### config.mk
export PLATFORM = sky130hd
export DESIGN_NAME = turn_timer_ctrl_flat
export DESIGN_NICKNAME = d
export VERILOG_FILES = /design/src/rtl/turn_timer_pkg.sv /design/src/rtl/turn_timer_ctrl_if.sv /design/src/rtl/turn_timer_ctrl_tick_gen.sv /design/src/rtl/turn_timer_ctrl.sv /design/src/flat_wrapper.sv
export SDC_FILE = /design/constraint.sdc
export NUM_CORES = 1
export LEC_CHECK = 0
export ABC_AREA = 1
export CAP_MARGIN = 30
export CORE_MARGIN = 5
export CORE_UTILIZATION = 45
export DETAILED_ROUTE_END_ITERATION = 12
export SYNTH_ARGS = -nofsm -noshare
export SYNTH_HDL_FRONTEND = slang
export SYNTH_HIERARCHICAL = 1
export SYNTH_SLANG_ARGS = --single-unit
### constraint.sdc
create_clock -name clk -period 2.4 [get_ports clk]
set_input_delay 0.36 -clock clk [delete_from_list [all_inputs] [get_ports clk]]
set_output_delay 0.36 -clock clk [all_outputs]
set_load 0.01 [all_outputs]
### src/rtl/turn_timer_pkg.sv
// rtl/turn_timer_pkg.sv - shared types and constants for the turn timer
package turn_timer_pkg;

  localparam int SECS_W = 5;

  typedef enum logic [1:0] {
    IDLE   = 2'd0,
    RUN    = 2'd1,
    EXPIRE = 2'd2
  } tt_state_t;

  localparam logic OWNER_P1 = 1'b0;
  localparam logic OWNER_P2 = 1'b1;

endpackage

### src/rtl/turn_timer_ctrl_if.sv
// rtl/turn_timer_ctrl_if.sv - player/game-FSM facing signals of the turn timer
interface turn_timer_ctrl_if;
  import turn_timer_pkg::*;

  logic              new_game;
  logic              first_player;
  logic              start;
  logic              move_done;
  logic              pause;
  logic              finished;
  logic              turn_owner;
  logic              running;
  logic [SECS_W-1:0] seconds_left;
  logic              warn;

  modport master (
    output new_game, first_player, start, move_done, pause,
    input  finished, turn_owner, running, seconds_left, warn
  );

  modport slave (
    input  new_game, first_player, start, move_done, pause,
    output finished, turn_owner, running, seconds_left, warn
  );

endinterface

### src/rtl/turn_timer_ctrl_tick_gen.sv
// rtl/turn_timer_ctrl_tick_gen.sv - one-second prescaler, tick on the wrap cycle
module tick_gen #(
  parameter int CLK_HZ = 50_000_000
) (
  input  logic clk,
  input  logic rst,
  input  logic clr,
  input  logic en,
  output logic tick
);

  localparam int                CNT_W = $clog2(CLK_HZ);
  localparam logic [CNT_W-1:0]  LAST  = CNT_W'(CLK_HZ - 1);

  logic [CNT_W-1:0] r_cnt;

  // Combinational from the count so the owner sees the tick in the same cycle as the wrap
  assign tick = en && (r_cnt == LAST);

  always_ff @(posedge clk or negedge rst) begin
    if (!rst) begin
      r_cnt <= '0;
    end else if (clr) begin
      r_cnt <= '0;
    end else if (en) begin
      r_cnt <= tick ? '0 : r_cnt + CNT_W'(1);
    end
  end

endmodule

### src/rtl/turn_timer_ctrl.sv
// rtl/turn_timer_ctrl.sv - turn owner tracking and per-turn countdown with timeout pulse
// Optional countdown freeze on pause: TURN_TIMER_PAUSE_EN
module turn_timer_ctrl
  import turn_timer_pkg::*;
#(
  parameter int CLK_HZ       = 50_000_000,
  parameter int TURN_SECONDS = 15,
  parameter int WARN_SECONDS = 5
) (
  input  logic               clk,
  input  logic               rst,
  turn_timer_ctrl_if.slave   bus
);

  localparam logic [1:0]        ST_IDLE     = IDLE;
  localparam logic [1:0]        ST_RUN      = RUN;
  localparam logic [1:0]        ST_EXPIRE   = EXPIRE;
  localparam logic [SECS_W-1:0] SECS_RELOAD = SECS_W'(TURN_SECONDS);
  localparam logic [SECS_W-1:0] SECS_WARN   = SECS_W'(WARN_SECONDS);

  logic [1:0]        r_state;
  logic              r_finished;
  logic              r_owner;
  logic              r_running;
  logic              r_warn;
  logic [SECS_W-1:0] r_secs;

  logic              w_tick;
  logic              w_clr;
  logic              w_en;
  logic [SECS_W-1:0] w_secs_dec;

  // Prescaler only runs inside a live turn; any exit from RUN restarts it from zero
  assign w_clr      = (r_state != ST_RUN) || bus.new_game || bus.move_done;
  assign w_secs_dec = r_secs - SECS_W'(1);

`ifdef TURN_TIMER_PAUSE_EN
  assign w_en = !bus.pause;
`else
  logic w_unused_pause;
  assign w_unused_pause = bus.pause;
  assign w_en           = 1'b1;
`endif

  tick_gen #(
    .CLK_HZ (CLK_HZ)
  ) u_tick_gen (
    .clk  (clk),
    .rst  (rst),
    .clr  (w_clr),
    .en   (w_en),
    .tick (w_tick)
  );

  always_ff @(posedge clk or negedge rst) begin
    if (!rst) begin
      r_state    <= ST_IDLE;
      r_finished <= 1'b0;
      r_owner    <= OWNER_P1;
      r_running  <= 1'b0;
      r_warn     <= 1'b0;
      r_secs     <= SECS_RELOAD;
    end else begin
      r_finished <= 1'b0;
      if (bus.new_game) begin
        r_state   <= ST_IDLE;
        r_owner   <= bus.first_player;
        r_running <= 1'b0;
        r_warn    <= 1'b0;
        r_secs    <= SECS_RELOAD;
      end else begin
        case (r_state)
          ST_IDLE: begin
            if (bus.start) begin
              r_state   <= ST_RUN;
              r_running <= 1'b1;
              r_secs    <= SECS_RELOAD;
              r_warn    <= (SECS_RELOAD <= SECS_WARN);
            end
          end
          ST_RUN: begin
            if (bus.move_done) begin
              r_state   <= ST_IDLE;
              r_owner   <= !r_owner;
              r_running <= 1'b0;
              r_warn    <= 1'b0;
              r_secs    <= SECS_RELOAD;
            end else if (w_tick) begin
              if (r_secs > SECS_W'(1)) begin
                r_secs <= w_secs_dec;
                r_warn <= (w_secs_dec <= SECS_WARN);
              end else begin
                r_state    <= ST_EXPIRE;
                r_secs     <= '0;
                r_finished <= 1'b1;
                r_running  <= 1'b0;
                r_warn     <= 1'b0;
              end
            end
          end
          ST_EXPIRE: begin
            r_state <= ST_IDLE;
            r_owner <= !r_owner;
            r_secs  <= SECS_RELOAD;
          end
          default: begin
            r_state <= ST_IDLE;
          end
        endcase
      end
    end
  end

  assign bus.finished     = r_finished;
  assign bus.turn_owner   = r_owner;
  assign bus.running      = r_running;
  assign bus.seconds_left = r_secs;
  assign bus.warn         = r_warn;

endmodule

### src/flat_wrapper.sv
// flat-port wrapper written by rule: the top's interface ports become plain ports
module turn_timer_ctrl_flat import turn_timer_pkg::*;
#(
  parameter int CLK_HZ       = 50_000_000,
  parameter int TURN_SECONDS = 15,
  parameter int WARN_SECONDS = 5
)
  (clk, rst, bus_new_game, bus_first_player, bus_start, bus_move_done, bus_pause, bus_finished, bus_turn_owner, bus_running, bus_seconds_left, bus_warn);
  turn_timer_ctrl_if bus_i ();
  input  logic clk;
  input  logic rst;
  input wire logic [$bits(bus_i.new_game)-1:0] bus_new_game;
  input wire logic [$bits(bus_i.first_player)-1:0] bus_first_player;
  input wire logic [$bits(bus_i.start)-1:0] bus_start;
  input wire logic [$bits(bus_i.move_done)-1:0] bus_move_done;
  input wire logic [$bits(bus_i.pause)-1:0] bus_pause;
  output wire logic [$bits(bus_i.finished)-1:0] bus_finished;
  output wire logic [$bits(bus_i.turn_owner)-1:0] bus_turn_owner;
  output wire logic [$bits(bus_i.running)-1:0] bus_running;
  output wire logic [$bits(bus_i.seconds_left)-1:0] bus_seconds_left;
  output wire logic [$bits(bus_i.warn)-1:0] bus_warn;
  assign bus_i.new_game = bus_new_game;
  assign bus_i.first_player = bus_first_player;
  assign bus_i.start = bus_start;
  assign bus_i.move_done = bus_move_done;
  assign bus_i.pause = bus_pause;
  assign bus_finished = bus_i.finished;
  assign bus_turn_owner = bus_i.turn_owner;
  assign bus_running = bus_i.running;
  assign bus_seconds_left = bus_i.seconds_left;
  assign bus_warn = bus_i.warn;
  turn_timer_ctrl #(.CLK_HZ(CLK_HZ), .TURN_SECONDS(TURN_SECONDS), .WARN_SECONDS(WARN_SECONDS)) u_core (.clk(clk), .rst(rst), .bus(bus_i));
endmodule
==> run_results.csv, run 1 <==
group,metric,value,unit
outcome,status,"finished clean",
synth,ys_ff_latch,37,
sta,maxSlewHeadroom,43.4,%
finish,register_area,931,sq um
critical_path,crit_buf_inv,1,
flow_run,maxCapViolCount,0,
critical_path,worstPathCellList,"ha_1 > nand3_1 > nor2_1 > nand3_2 > nor2_2 > inv_1 > nand3_2 > nand2_2 > nor2_2 > nand2_1 > nand2_1 > nand2_1",
clocking,cts_num_sinks,37,
placed_design,io_buffers,14,
finish,layout.nets,387,
sta,setup-tns-final,0,ns
sta,tightest_slew,0.849,ns
critical_path,startpoint,"u_core/u_tick_gen/r_cnt[0]",
clocking,tritoncts,"done",
clocking,cts_buffer_depth,2,
detailed_routing,post_drt_wl_per_cell,12.0,um
detailed_routing,dr.pass1.iters,6,
sta,finalHoldViolations,0,
critical_path,worst_ep_required_time,2.58,ns
sta,skew,0.0104,ns
synth,synthSimpleGateAreaFrac,42.6,%
synth,synth_ff_type,"dfrtp_1",
synth,syn_area,2410,sq um
floorplan,io_pins,16,
critical_path,critPathMaxStageDelay,0.40,ns
floorplan,row_count,26,
synth,synth_top_family_by_area,"simple AND/OR/NAND/NOR gates",
finish,drive_above_1_share,10.6,%
synth,synthTopCellsByArea,"dfrtp_1, nand2_1, nor2_1",
global_routing,antenna_found_initial,0,
sta,setup_violations,0,
clocking,clk_latency,0.29,ns
global_routing,grt.total_usage,16.8,%
clocking,hold_buffers,0,
sta,timing.fmax,507,MHz
critical_path,slowest_stage,"dfrtp_1",
floorplan,die_area,6920,sq um
sta,rsz0062_at_grt,"no",
synth,yosysTopAreaCellShare,34.3,%
synth,synth_edf_count,0,
critical_path,startpoint_type,"register",
power,power_density,430,nW/um^2
synth,synth_top_area_cell,"dfrtp_1",
floorplan,initial_utilization,46.9,%
detailed_routing,drtAntennaViolNets,0,
global_routing,grt_pass1_wl,9.51,mm
global_routing,grt-ovfl-total,0,
critical_path,cp_common_cell,"nand2_1",
synth,ys_warn_count,6,
placed_design,finalWeightedCongestion,0.858,
detailed_routing,drc,0,
synth,yosysMostFrequentCell,"nand2_1",
placed_design,hpwl,4.03,mm
clocking,cts_resized,0,
critical_path,crit_family,"simple AND/OR/NAND/NOR gates",
synth,yosys.area_share.adder,2.08,%
clocking,clkTransAtPathRegs,0.08,ns
synth,async_flop_share,100,%
finish,syn_to_final_growth,12.6,%
floorplan,core_area,5140,sq um
sta,fin_crit_sh,82.2,%
clocking,cts_made_buffers,5,
clocking,postCtsSetupRepairBufs,0,
finish,fill_cells,566,
floorplan,die_y,83.2,um
floorplan,die_w,83.2,um
global_routing,grt_pass1_vias,2116,
sta,fin_crit,1.97,ns
synth,ys_types,28,
synth,yosys.area_share.xor_xnor,2.91,%
critical_path,cp-end-kind,"register",
sta,drv_slew,0,
critical_path,path_max_fanout,5,
finish,antenna_cells,0,
detailed_routing,totalWireLength,5.35,mm
global_routing,grt_max_degree,38,
power,peakVddDrop,0.000269,V
detailed_routing,first_iter_violations,77,
detailed_routing,routed_via_density,4.85,
detailed_routing,via_count,2169,
power,total_leakage_power,1.16,nW
hold_path,hp-class,"input port to async pin",
synth,muxShareOfSynthArea,0,%
critical_path,cp.arrival,2.16,ns
clocking,htreeDepth,2,
synth,syn_inst,353,
power,total_power,1.17,mW
critical_path,r2r-start,"u_core/u_tick_gen/r_cnt[0]",
synth,avgSynthCellArea,6.82,sq um
synth,synth_compound_area_share,5.14,%
clocking,cts_root_buf,"clkbuf_8",
critical_path,crit_type,"register to register",
finish,multi_input_area,1290,sq um
synth,synthTopCellsByCount,"nand2_1, nor2_1, inv_1, dfrtp_1, nand3_1",
synth,synth_seq_area_share,38.6,%
[state kept, by name (all words and copies together), names as in the netlist]
| register | flops |
|---|---|
| u_core/bus.finished | 1 |
| u_core/bus.running | 1 |
| u_core/bus.seconds_left | 5 |
| u_core/bus.turn_owner | 1 |
| u_core/bus.warn | 1 |
| u_core/r_state | 2 |
| u_core/u_tick_gen/r_cnt | 26 |
[final timing paths]
path	endpoint	slack [ns]	cells past startpoint
max	u_core/bus.running	0.43	12
min	u_core/bus.finished	0.18	1
max reg2reg	u_core/bus.running	0.43	12
min reg2reg	u_core/bus.running	0.47	2
max in group asynchronous	u_core/u_tick_gen/r_cnt[10]	1.68	1
min in group clk	u_core/bus.running	0.47	2
[power by group]
group | total, mW | switching (mW) | leakage [nW] | internal (mW)
combinational | 0.104 | 0.0683 | 0.616 | 0.0353
sequential | 0.641 | 0.00621 | 0.499 | 0.634
clock | 0.423 | 0.222 | 0.0450 | 0.201
total | 1.17 | 0.296 | 1.16 | 0.871
[metrics by stage]
stage               setup slack, ns  util [%]  hold slack, ns  std cells  area (sq um)
floorplan                     0.707         -          0.0644        357          2420
global placement              0.415      51.2           0.463        439          2630
detailed placement            0.415      51.2           0.464        439          2630
CTS                           0.423      52.8           0.202        447          2710
global route                  0.168      52.8           0.244        447          2710
finish                        0.428      52.8           0.176        447          2710
[layout by cell type (no fill, tap or decap)]
cell and n:
nand2_1 95, a21oi_1 5, a221oi_1 1, clkbuf_1 1
nand3b_1 2, clkbuf_8 5, o21ai_4 1, ha_1 4
conb_1 5, xnor2_1 2, nor3_2 1, dfstp_2 4
o22ai_1 1, nand3_2 3, nor2_2 10, inv_1 45
nand2_2 4, nor3_1 9, o21bai_1 1, nand3_1 23
buf_2 1, nor2_1 69, nand4_1 10, inv_2 5
o21ai_0 6, clkinv_2 2, o21ai_1 6, dfrtp_1 33
xor2_1 6, clkdlybuf4s50_1 13, nor2_4 4
[cell type report]
class / count / area share (%)
timing repair buffer: 14 / 4.98
multi-input combinational: 268 / 47.5
clock buffer: 6 / 2.68
sequential: 37 / 34.3
inverter: 50 / 6.92
tap: 70 / 3.23
clock inverter: 2 / 0.369
[metal layers]
| metal | wire [um] | up-vias | track usage (%) |
|---|---|---|---|
| met5 | 0 | - | 0 |
| met4 | 61 | 0 | 4.46 |
| met3 | 228 | 6 | 4.16 |
| met2 | 2570 | 42 | 29.5 |
| met1 | 2480 | 981 | 20.3 |
| li1 | - | 1140 | - |
[cells by family after synthesis]
logic type,after synthesis
compound gates,21
xor+xnor,8
fa+ha+maj,4
buf+inv,52
flops,37
other cells,1
simple gates,230
[worst reg2reg max path, stage by stage, from the launching register on]
cell	delay, ns
dfrtp_1	0.40
ha_1	0.21
nand3_1	0.15
nor2_1	0.21
nand3_2	0.13
nor2_2	0.15
inv_1	0.12
nand3_2	0.09
nand2_2	0.09
nor2_2	0.14
nand2_1	0.07
nand2_1	0.05
nand2_1	0.04
Note: power is estimated with default switching activity, not from simulation.
==> run 2, diff against run 1 <==
PLACE_DENSITY = 0.66   (was not set)
clock period = 1.62 ns   (was 2.4 ns; I/O delays follow)
==> run 2 against run 1 <==
Clock skew barely moved; largest cell class unchanged; hold slack gained 0.25 ns; global-route usage is 0.53 points higher; die area unchanged; largest power group unchanged; sequential power rose by 48%; worst setup slack got worse by 0.42 ns.
==> run_results.csv, run 2 (synthesis gave the netlist of run 1 again) <==
group,metric,value,unit
detailed_routing,drc,0,
finish,regMostFlops,"u_core/u_tick_gen/r_cnt",
finish,layout.nets,430,
outcome,status,"finished clean",
clocking,htreeDepth,2,
sta,setup_violations,0,
finish,drive_above_1_share,24.5,%
clocking,clkTransAtPathRegs,0.08,ns
floorplan,die_y,83.2,um
critical_path,cp.arrival,1.85,ns
finish,largest_reg_flops,26,
clocking,cts_made_buffers,5,
sta,finalHoldViolations,0,
hold_path,hp-class,"input port to async pin",
detailed_routing,post_drt_wl_per_cell,11.9,um
sta,skew,0.0103,ns
global_routing,grt.total_usage,17.3,%
detailed_routing,totalWireLength,5.83,mm
clocking,tritoncts,"done",
clocking,clk_latency,0.29,ns
detailed_routing,drtAntennaViolNets,0,
clocking,cts_buffer_depth,2,
power,swShare,25.5,%
floorplan,io_pins,16,
placed_design,io_buffers,14,
floorplan,row_count,26,
critical_path,startpoint_type,"register",
power,p_switching,0.453,mW
power,p_int,1.32,mW
placed_design,finalWeightedCongestion,0.860,
detailed_routing,via_count,2336,
global_routing,grt_max_degree,21,
sta,fin_crit,1.61,ns
placed_design,dp_cells,475,
detailed_routing,routed_via_density,4.77,
power,pwr-share-comb,11.3,%
placed_design,hpwl,4.36,mm
critical_path,worst_ep_required_time,1.86,ns
global_routing,grt_pass1_wl,9.94,mm
critical_path,path_max_fanout,5,
detailed_routing,first_iter_violations,99,
clocking,cts_root_buf,"clkbuf_8",
power,power_density,556,nW/um^2
floorplan,die_area,6920,sq um
critical_path,crit_type,"register to register",
clocking,cts_num_sinks,37,
floorplan,core_area,5140,sq um
sta,setup-tns-final,0,ns
sta,fin_crit_sh,99.5,%
flow_run,maxCapViolCount,0,
global_routing,grt-ovfl-total,0,
finish,syn_to_final_growth,32.7,%
sta,rsz0062_at_grt,"yes",
global_routing,grt_pass1_vias,2224,
finish,antenna_cells,0,
sta,drv_slew,0,
floorplan,die_w,83.2,um
finish,instances_no_fill,490,
power,clockPowerShare,35.2,%
finish,final_common_cell,"nand2_1",
sta,fin_ws,0.00732,ns
global_routing,antenna_found_initial,0,
critical_path,cp-end-kind,"register",
floorplan,initial_utilization,46.9,%
power,pwr-share-seq,53.4,%
sta,timing.fmax,620,MHz
placed_design,dp_slack,-0.0609,ns
power,total_leakage_power,1.39,nW
finish,final_cell_mix,"nand2_1, nor2_1, inv_1",
power,peakVddDrop,0.000331,V
detailed_routing,dr.pass1.iters,5,
-- run 2: path summary, 6_finish.rpt --
path | startpoint | to | slack [ns] | depth (start not counted)
max in group asynchronous | rst | u_core/u_tick_gen/r_cnt[23] | 0.72 | 3
hold / removal | rst | u_core/u_tick_gen/r_cnt[1] | 0.43 | 2
setup / recovery | u_core/u_tick_gen/r_cnt[0] | u_core/bus.warn | 0.007 | 12
min in group clk | u_core/bus.running | u_core/bus.running | 0.47 | 2
setup reg to reg | u_core/u_tick_gen/r_cnt[0] | u_core/bus.warn | 0.007 | 12
hold reg to reg | u_core/bus.running | u_core/bus.running | 0.47 | 2
-- run 2: power by group through the flow --
stage / combinational [mW] / sequential, mW / clock (mW)
finish: 0.201 / 0.949 / 0.626
CTS: 0.191 / 0.949 / 0.652
floorplan: 0.0806 / 0.971 / 0
global placement: 0.175 / 0.966 / 0
global route: 0.226 / 0.950 / 0.689
detailed placement: 0.178 / 0.966 / 0
-- run 2: layer usage --
layer,vias to the layer above,wire length (um),track usage [%],share of wire [%]
met3,7,236,3.37,4.0
met1,1057,2590,21.5,44
met5,-,0,0,0
met2,44,2910,29.7,50
li1,1228,-,-,-
met4,0,91,6.39,1.6
-- run 2: final cells by class --
class	instances	area [sq um]
clock inverter	2	10.0
tap	70	87.6
sequential	37	931
clock buffer	6	72.6
timing repair buffer	57	493
inverter	50	188
fill	501	1940
multi-input combinational	268	1410
-- run 2: worst max-delay path, stage by stage (launching register included) --
cell and delay (ns):
dfrtp_1 0.40, ha_4 0.18, nand3_4 0.08, nor2_4 0.12, nand3_4 0.09, nor2_4 0.11, inv_2 0.07, nand3_2 0.09
nand2_4 0.08, nor2_4 0.11, buf_4 0.12, nand3_2 0.06, nand2_1 0.06
-- run 2: what timing repair did --
action                                  4_1_cts  5_1_grt
gates resized for setup                      11       20
pin swaps                                     2        9
hold buffers                                  1        0
gates cloned                                  0        0
setup buffers                                 2        4
endpoints found under the hold margin        13        0
endpoints found under the setup margin       27       28
-- run 2: metrics by stage --
step | instance area [sq um] | utilization (%) | hold slack, ns | power (mW)
floorplan | 2430 | - | -0.0526 | 1.05
global placement | 2940 | 57.1 | 0.206 | 1.14
detailed placement | 2940 | 57.1 | 0.213 | 1.14
CTS | 3090 | 60.0 | 0.424 | 1.79
global route | 3200 | 62.2 | 0.469 | 1.86
finish | 3200 | 62.2 | 0.429 | 1.78
